$ cat src/rtl/ai_controller_pkg.sv
// Shared game definitions: AI state encodings, arena limits and a distance helper.
package ai_controller_pkg;

    typedef enum logic [2:0] {
        AI_IDLE     = 3'd0,
        AI_WAIT     = 3'd1,
        AI_APPROACH = 3'd2,
        AI_ATTACK   = 3'd3,
        AI_RETREAT  = 3'd4,
        AI_COOLDOWN = 3'd5
    } ai_state_e;

    localparam logic [9:0] ARENA_MIN = 10'd0;
    localparam logic [9:0] ARENA_MAX = 10'd600;

    function automatic logic [9:0] abs_diff10(input logic [9:0] a, input logic [9:0] b);
        if (a >= b) begin
            return a - b;
        end else begin
            return b - a;
        end
    endfunction

endpackage

$ cat src/rtl/ai_controller_if.sv
// Command/position bundle between the game top and the computer opponent.
interface ai_controller_if;
    import ai_controller_pkg::*;

    logic        enable;
    logic [9:0]  self_posx;
    logic [9:0]  opp_posx;
    logic [31:0] rand_i;
    logic        left;
    logic        right;
    logic        attack;
    logic [2:0]  ai_state;

    modport master (
        output enable, self_posx, opp_posx, rand_i,
        input  left, right, attack, ai_state
    );

    modport slave (
        input  enable, self_posx, opp_posx, rand_i,
        output left, right, attack, ai_state
    );

endinterface

$ cat src/rtl/ai_controller.sv
// Computer opponent: reads both player positions and drives the controlled
// player's left/right/attack commands through a timed decision FSM.
module ai_controller
    import ai_controller_pkg::*;
#(
    parameter logic [9:0] ATTACK_RANGE    = 10'd48,
    parameter int          REACTION_CYCLES = 4,
    parameter int          ATTACK_HOLD     = 4,
    parameter int          RETREAT_CYCLES  = 8,
    parameter int          COOLDOWN_CYCLES = 12
) (
    input  logic            effective_clk,
    input  logic            reset,
    ai_controller_if.slave  bus
);

    localparam logic [7:0] REACT_LOAD    = 8'(REACTION_CYCLES - 1);
    localparam logic [7:0] HOLD_LOAD     = 8'(ATTACK_HOLD - 1);
    localparam logic [7:0] RETREAT_LOAD  = 8'(RETREAT_CYCLES - 1);
    localparam logic [7:0] COOLDOWN_LOAD = 8'(COOLDOWN_CYCLES - 1);

    ai_state_e  state_q, state_d;
    logic [7:0] timer_q, timer_d;
    logic       left_q, left_d;
    logic       right_q, right_d;
    logic       attack_q, attack_d;

    logic [9:0] dist_s;
    logic       in_range_s;
    logic       toward_left_s, toward_right_s;
    logic       away_left_s, away_right_s;
    logic [7:0] wait_load_s;
    logic       unused_rand_s;

    assign dist_s         = abs_diff10(bus.self_posx, bus.opp_posx);
    assign in_range_s     = (dist_s <= ATTACK_RANGE);
    assign toward_left_s  = (bus.opp_posx < bus.self_posx);
    assign toward_right_s = (bus.opp_posx > bus.self_posx);
    // Backing away must never push the player into a wall.
    assign away_left_s    = toward_right_s && (bus.self_posx > ARENA_MIN);
    assign away_right_s   = toward_left_s  && (bus.self_posx < ARENA_MAX);
    assign wait_load_s    = REACT_LOAD + {6'd0, bus.rand_i[1:0]};
    assign unused_rand_s  = ^{bus.rand_i[31:4], bus.rand_i[2]};

    // State, timer and command registers.
    always_ff @(posedge effective_clk or posedge reset) begin
        if (reset) begin
            state_q  <= AI_IDLE;
            timer_q  <= 8'd0;
            left_q   <= 1'b0;
            right_q  <= 1'b0;
            attack_q <= 1'b0;
        end else begin
            state_q  <= state_d;
            timer_q  <= timer_d;
            left_q   <= left_d;
            right_q  <= right_d;
            attack_q <= attack_d;
        end
    end

    // Next-state and timer decision.
    always_comb begin
        state_d = state_q;
        timer_d = timer_q;
        if (!bus.enable) begin
            state_d = AI_IDLE;
            timer_d = 8'd0;
        end else begin
            case (state_q)
                AI_IDLE: begin
                    state_d = AI_WAIT;
                    timer_d = wait_load_s;
                end
                AI_WAIT: begin
                    if (timer_q != 8'd0) begin
                        timer_d = timer_q - 8'd1;
                    end else if (in_range_s) begin
                        state_d = AI_ATTACK;
                        timer_d = HOLD_LOAD;
                    end else begin
                        state_d = AI_APPROACH;
                        timer_d = 8'd0;
                    end
                end
                AI_APPROACH: begin
                    if (in_range_s) begin
                        state_d = AI_ATTACK;
                        timer_d = HOLD_LOAD;
                    end else begin
                        timer_d = 8'd0;
                    end
                end
                AI_ATTACK: begin
                    if (timer_q != 8'd0) begin
                        timer_d = timer_q - 8'd1;
                    end else if (bus.rand_i[3]) begin
                        state_d = AI_RETREAT;
                        timer_d = RETREAT_LOAD;
                    end else begin
                        state_d = AI_COOLDOWN;
                        timer_d = COOLDOWN_LOAD;
                    end
                end
                AI_RETREAT: begin
                    if (timer_q != 8'd0) begin
                        timer_d = timer_q - 8'd1;
                    end else begin
                        state_d = AI_COOLDOWN;
                        timer_d = COOLDOWN_LOAD;
                    end
                end
                AI_COOLDOWN: begin
                    if (timer_q != 8'd0) begin
                        timer_d = timer_q - 8'd1;
                    end else begin
                        state_d = AI_WAIT;
                        timer_d = wait_load_s;
                    end
                end
                default: begin
                    state_d = AI_IDLE;
                    timer_d = 8'd0;
                end
            endcase
        end
    end

    // Commands follow the state being entered so they switch on the same edge.
    always_comb begin
        left_d   = 1'b0;
        right_d  = 1'b0;
        attack_d = 1'b0;
        case (state_d)
            AI_APPROACH: begin
                left_d  = toward_left_s;
                right_d = toward_right_s;
            end
            AI_RETREAT: begin
                left_d  = away_left_s;
                right_d = away_right_s;
            end
            AI_ATTACK: begin
                attack_d = 1'b1;
            end
            default: begin
                left_d   = 1'b0;
                right_d  = 1'b0;
                attack_d = 1'b0;
            end
        endcase
    end

    assign bus.left     = left_q;
    assign bus.right    = right_q;
    assign bus.attack   = attack_q;
    assign bus.ai_state = state_q;

endmodule
$ cat src/flat_wrapper.sv
// flat-port wrapper written by rule: the top's interface ports become plain ports
module ai_controller_flat import ai_controller_pkg::*;
#(
    parameter logic [9:0] ATTACK_RANGE    = 10'd48,
    parameter int          REACTION_CYCLES = 4,
    parameter int          ATTACK_HOLD     = 4,
    parameter int          RETREAT_CYCLES  = 8,
    parameter int          COOLDOWN_CYCLES = 12
)
  (effective_clk, reset, bus_enable, bus_self_posx, bus_opp_posx, bus_rand_i, bus_left, bus_right, bus_attack, bus_ai_state);
  ai_controller_if bus_i ();
  input  logic effective_clk;
  input  logic reset;
  input wire logic [$bits(bus_i.enable)-1:0] bus_enable;
  input wire logic [$bits(bus_i.self_posx)-1:0] bus_self_posx;
  input wire logic [$bits(bus_i.opp_posx)-1:0] bus_opp_posx;
  input wire logic [$bits(bus_i.rand_i)-1:0] bus_rand_i;
  output wire logic [$bits(bus_i.left)-1:0] bus_left;
  output wire logic [$bits(bus_i.right)-1:0] bus_right;
  output wire logic [$bits(bus_i.attack)-1:0] bus_attack;
  output wire logic [$bits(bus_i.ai_state)-1:0] bus_ai_state;
  assign bus_i.enable = bus_enable;
  assign bus_i.self_posx = bus_self_posx;
  assign bus_i.opp_posx = bus_opp_posx;
  assign bus_i.rand_i = bus_rand_i;
  assign bus_left = bus_i.left;
  assign bus_right = bus_i.right;
  assign bus_attack = bus_i.attack;
  assign bus_ai_state = bus_i.ai_state;
  ai_controller #(.ATTACK_RANGE(ATTACK_RANGE), .REACTION_CYCLES(REACTION_CYCLES), .ATTACK_HOLD(ATTACK_HOLD), .RETREAT_CYCLES(RETREAT_CYCLES), .COOLDOWN_CYCLES(COOLDOWN_CYCLES)) u_core (.effective_clk(effective_clk), .reset(reset), .bus(bus_i));
endmodule
$ cat config.mk
export PLATFORM = sky130hd
export DESIGN_NAME = ai_controller_flat
export DESIGN_NICKNAME = d
export VERILOG_FILES = /design/src/rtl/ai_controller_pkg.sv /design/src/rtl/ai_controller_if.sv /design/src/rtl/ai_controller.sv /design/src/flat_wrapper.sv
export SDC_FILE = /design/constraint.sdc
export NUM_CORES = 1
export LEC_CHECK = 0
export ABC_AREA = 1
export CORE_UTILIZATION = 50
export CTS_CLUSTER_SIZE = 16
export DETAILED_ROUTE_END_ITERATION = 7
export DONT_BUFFER_PORTS = 1
export HOLD_SLACK_MARGIN = 0.08
export PLACE_DENSITY = 0.67
export SKIP_LAST_GASP = 1
export SLEW_MARGIN = 30
export SYNTH_ARGS = -nofsm -noshare
export SYNTH_HDL_FRONTEND = slang
export SYNTH_SLANG_ARGS = --single-unit
$ cat constraint.sdc
create_clock -name effective_clk -period 2.3 [get_ports effective_clk]
set_input_delay 0.345 -clock effective_clk [delete_from_list [all_inputs] [get_ports effective_clk]]
set_output_delay 0.345 -clock effective_clk [all_outputs]
set_load 0.005 [all_outputs]
==> flow_summary_export.csv <==
group,metric,value,unit
place,gp_congestion,0.853,
cts,clock_latency,0.24,ns
floorplan,ios,61,
sta,setup_tns,0,ns
sta,slew_violations,0,
worst_setup_path,r2r_cells,11,
worst_setup_path,max_stage_delay,0.37,ns
cts,cts_tree,"yes",
sta,fin_skew,0.00139,ns
place,post-place-cells,428,
synthesis,ys_seq_area_frac,0.167,
cells_and_area,post-route-util,0.565,
flow_run,cap_violations,0,
detailed_routing,avgViaCountPerCell,5.07,
sta,hold_viol,0,
cells_and_area,drive_gt1_frac,0.0757,
synthesis,synth_compound_area_frac,0.0732,
worst_setup_path,crit_top_cell,"nand2_1",
synthesis,ys_top_cells_by_area,"nand2_1 20%, dfrtp_1 17%, inv_1 14%, ha_1 14%, nand3_1 7.6%",
global_routing,grt_pass1_wl,8340,um
detailed_routing,drt_pre_antenna_iters,4,
worst_setup_path,crit_fanout,6,
synthesis,ys_seq_elements,14,
floorplan,dieArea,0.00447,sq mm
floorplan,die_x,66.8,um
detailed_routing,wl_per_cell,11.4,um
synthesis,synth_top_family_by_area,"simple AND/OR/NAND/NOR gates",
place,io_buffer_count,0,
cells_and_area,nNetsFinal,462,
floorplan,core,0.00403,sq mm
worst_setup_path,cp_slowest_cell,"ha_1",
worst_setup_path,critPathCaptureType,"flip-flop",
cts,clk_pin_slew,0.06,ns
hold_path,hp-class,"in -> reg",
cells_and_area,design_area,0.00228,sq mm
hold_path,hold_depth,2,
place,pre_cts_ws,0.0113,ns
synthesis,synthAdderAreaFrac,0.137,
worst_setup_path,r2r-start,"u_core.timer_q[0]$_DFF_PP0_",
worst_setup_path,worstSetupPathType,"in -> reg",
power_and_ir_drop,finalPower,1.78,mW
sta,fin_ws,0.241,ns
place,place_area,0.00221,sq mm
sta,fin_crit_sh,0.895,
power_and_ir_drop,pwr_density_cell,782,mW/mm^2
synthesis,syn_avg_cell_area,5.65,sq um
power_and_ir_drop,peakVddDrop,243,uV
sta,period_minus_slack,2.06,ns
outcome,status,"completed",
sta,rsz0062_at_grt,"false",
global_routing,grt_max_degree,15,
floorplan,die_h,66.8,um
worst_setup_path,critPathLaunchType,"input pin",
cells_and_area,antenna_cells,0,
place,hpwl,4220,um
power_and_ir_drop,p_leak,1.40,nW
worst_setup_path,reg2reg_slack,0.30,ns
global_routing,antenna_found_initial,0,
synthesis,synth_mux_area_frac,0,
floorplan,num_rows,23,
worst_setup_path,worstPathArrival,2.19,ns
detailed_routing,postRouteAntennaNets,0,
synthesis,synth_simple_gate_area_frac,0.453,
cts,cts_buffers,3,
worst_setup_path,crit_required,2.43,ns
hold_path,hold_path_end,"u_core.timer_q[0]$_DFF_PP0_",
cts,cts_root_buffer,"clkbuf_8",
synthesis,syn_inst,372,
detailed_routing,post-route-drc-count,0,
hold_path,hp-start,"bus_enable",
synthesis,synth_top_area_frac,0.204,
cells_and_area,fin_cells,433,
cells_and_area,area_growth,8.33,%
global_routing,grt_pass1_vias,2086,
cts,h-tree-depth,1,
synthesis,netlist_area,0.00210,sq mm
sta,fmax,0.486,GHz
cts,cts-resized-gates,0,
synthesis,yosysTopAreaCell,"nand2_1",
worst_setup_path,critPathBufInv,1,
cts,clk_path_buf_depth,2,
floorplan,start_util,0.522,
worst_setup_path,crit_path_cell_trace,"inv_1 > ha_1 > nand2_1 > nor2_1 > nand3_2 > nand2_1 > nor2_1 > nand2_2 > nand3_1 > nand2_1 > nor2_2 > nand3_1 > nand2_2 > nand2_2 > nand4_1 > nand2_1",
detailed_routing,drt-initial-drc-count,114,
synthesis,syn-num-nets,450,
detailed_routing,routed_wl,4940,um
sta,worstMarginPinSlew,0.598,ns
worst_setup_path,worstReg2RegEnd,"u_core.bus.right$_DFF_PP0_",
global_routing,grt_usage,0.247,
synthesis,synth-xor-area-share,0.0250,
sta,setup_viol_count_final,0,
synthesis,yosysWarnings,0,
detailed_routing,num_vias,2196,
sta,hold_ws,0.206,ns
global_routing,grt-ovfl-total,0,
cts,cts_sinks,14,
worst_setup_path,crit_family,"simple AND/OR/NAND/NOR gates",
sta,slew_headroom,0.597,
synthesis,synth_cell_types,25,
Yosys cell counts (all sizes together):
master and count:
or2 2, nor3 9, o32ai 1, clkinv 1, nor4 3, xnor2 1
nand2 119, buf 1, a21oi 14, xor2 5, nand3 34, a31oi 1
o21ai 9, ha 23, nand4 7, inv 79, a41oi 1, a211oi 2
dfrtp 14, nor2 46
final cells by class:
cell class / count / area [sq um]
repair buffers: 8 / 62.6
clock buffers: 4 / 55.1
inverters: 80 / 300
multi-input cells: 277 / 1450
flip-flops and latches: 14 / 350
fillers: 423 / 1750
well taps: 50 / 62.6
flip-flops by register name, indices dropped and copies added, names as in the netlist:
register / cells
u_core.bus.ai_state: 3
u_core.bus.left: 1
u_core.timer_q: 8
u_core.bus.right: 1
u_core.bus.attack: 1
placed cells by master (no fill, tap or decap), types with 2 or more instances in the layout:
master and n:
dfrtp_1 14, xor2_1 5, nand2_1 114, nand3_2 2, inv_1 78, nor2_1 38
o21ai_0 8, ha_1 23, nand4_1 7, nand3_1 32, or2_2 2, nor4_1 3
buf_4 7, a21oi_1 14, nor3_1 9, nor2_2 8, nand2_2 5, clkbuf_8 4
a211oi_1 2
power by group:
part,internal [mW],switching [mW]
sequential,0.326,0.0791
clock,0.152,0.0852
combinational,0.407,0.731
how the worst max path moves through the flow:
stage	startpoint	to	slack [ns]	cells past startpoint
2_1_floorplan	bus_opp_posx[2]	u_core.bus.left$_DFF_PP0_	0.27	15
3_3_place_gp	bus_opp_posx[8]	u_core.bus.left$_DFF_PP0_	0.006	16
3_5_place_dp	bus_opp_posx[3]	u_core.bus.left$_DFF_PP0_	0.01	16
4_1_cts	bus_opp_posx[3]	u_core.bus.left$_DFF_PP0_	0.26	16
5_1_grt	bus_opp_posx[5]	u_core.bus.left$_DFF_PP0_	0.01	16
6_report	bus_opp_posx[8]	u_core.bus.right$_DFF_PP0_	0.24	16
routing by layer:
layer  global-route usage  wire [um]
met1                0.271       2140
met2                0.461       2480
met3               0.0325        193
met4                0.112        134
met5                    0          0
cell families after synthesis:
family          Yosys count
fa+ha+maj                23
xor+xnor                  6
flops                    14
simple gates            220
buf+inv                  81
compound gates           28
repair_timing:
| item | 4_1_cts | 5_1_grt |
|---|---|---|
| hold buffers | 1 | 0 |
| endpoints found under the hold margin | 14 | 0 |
| setup buffers | 0 | 0 |
Note: power is estimated with default switching activity, not from simulation.
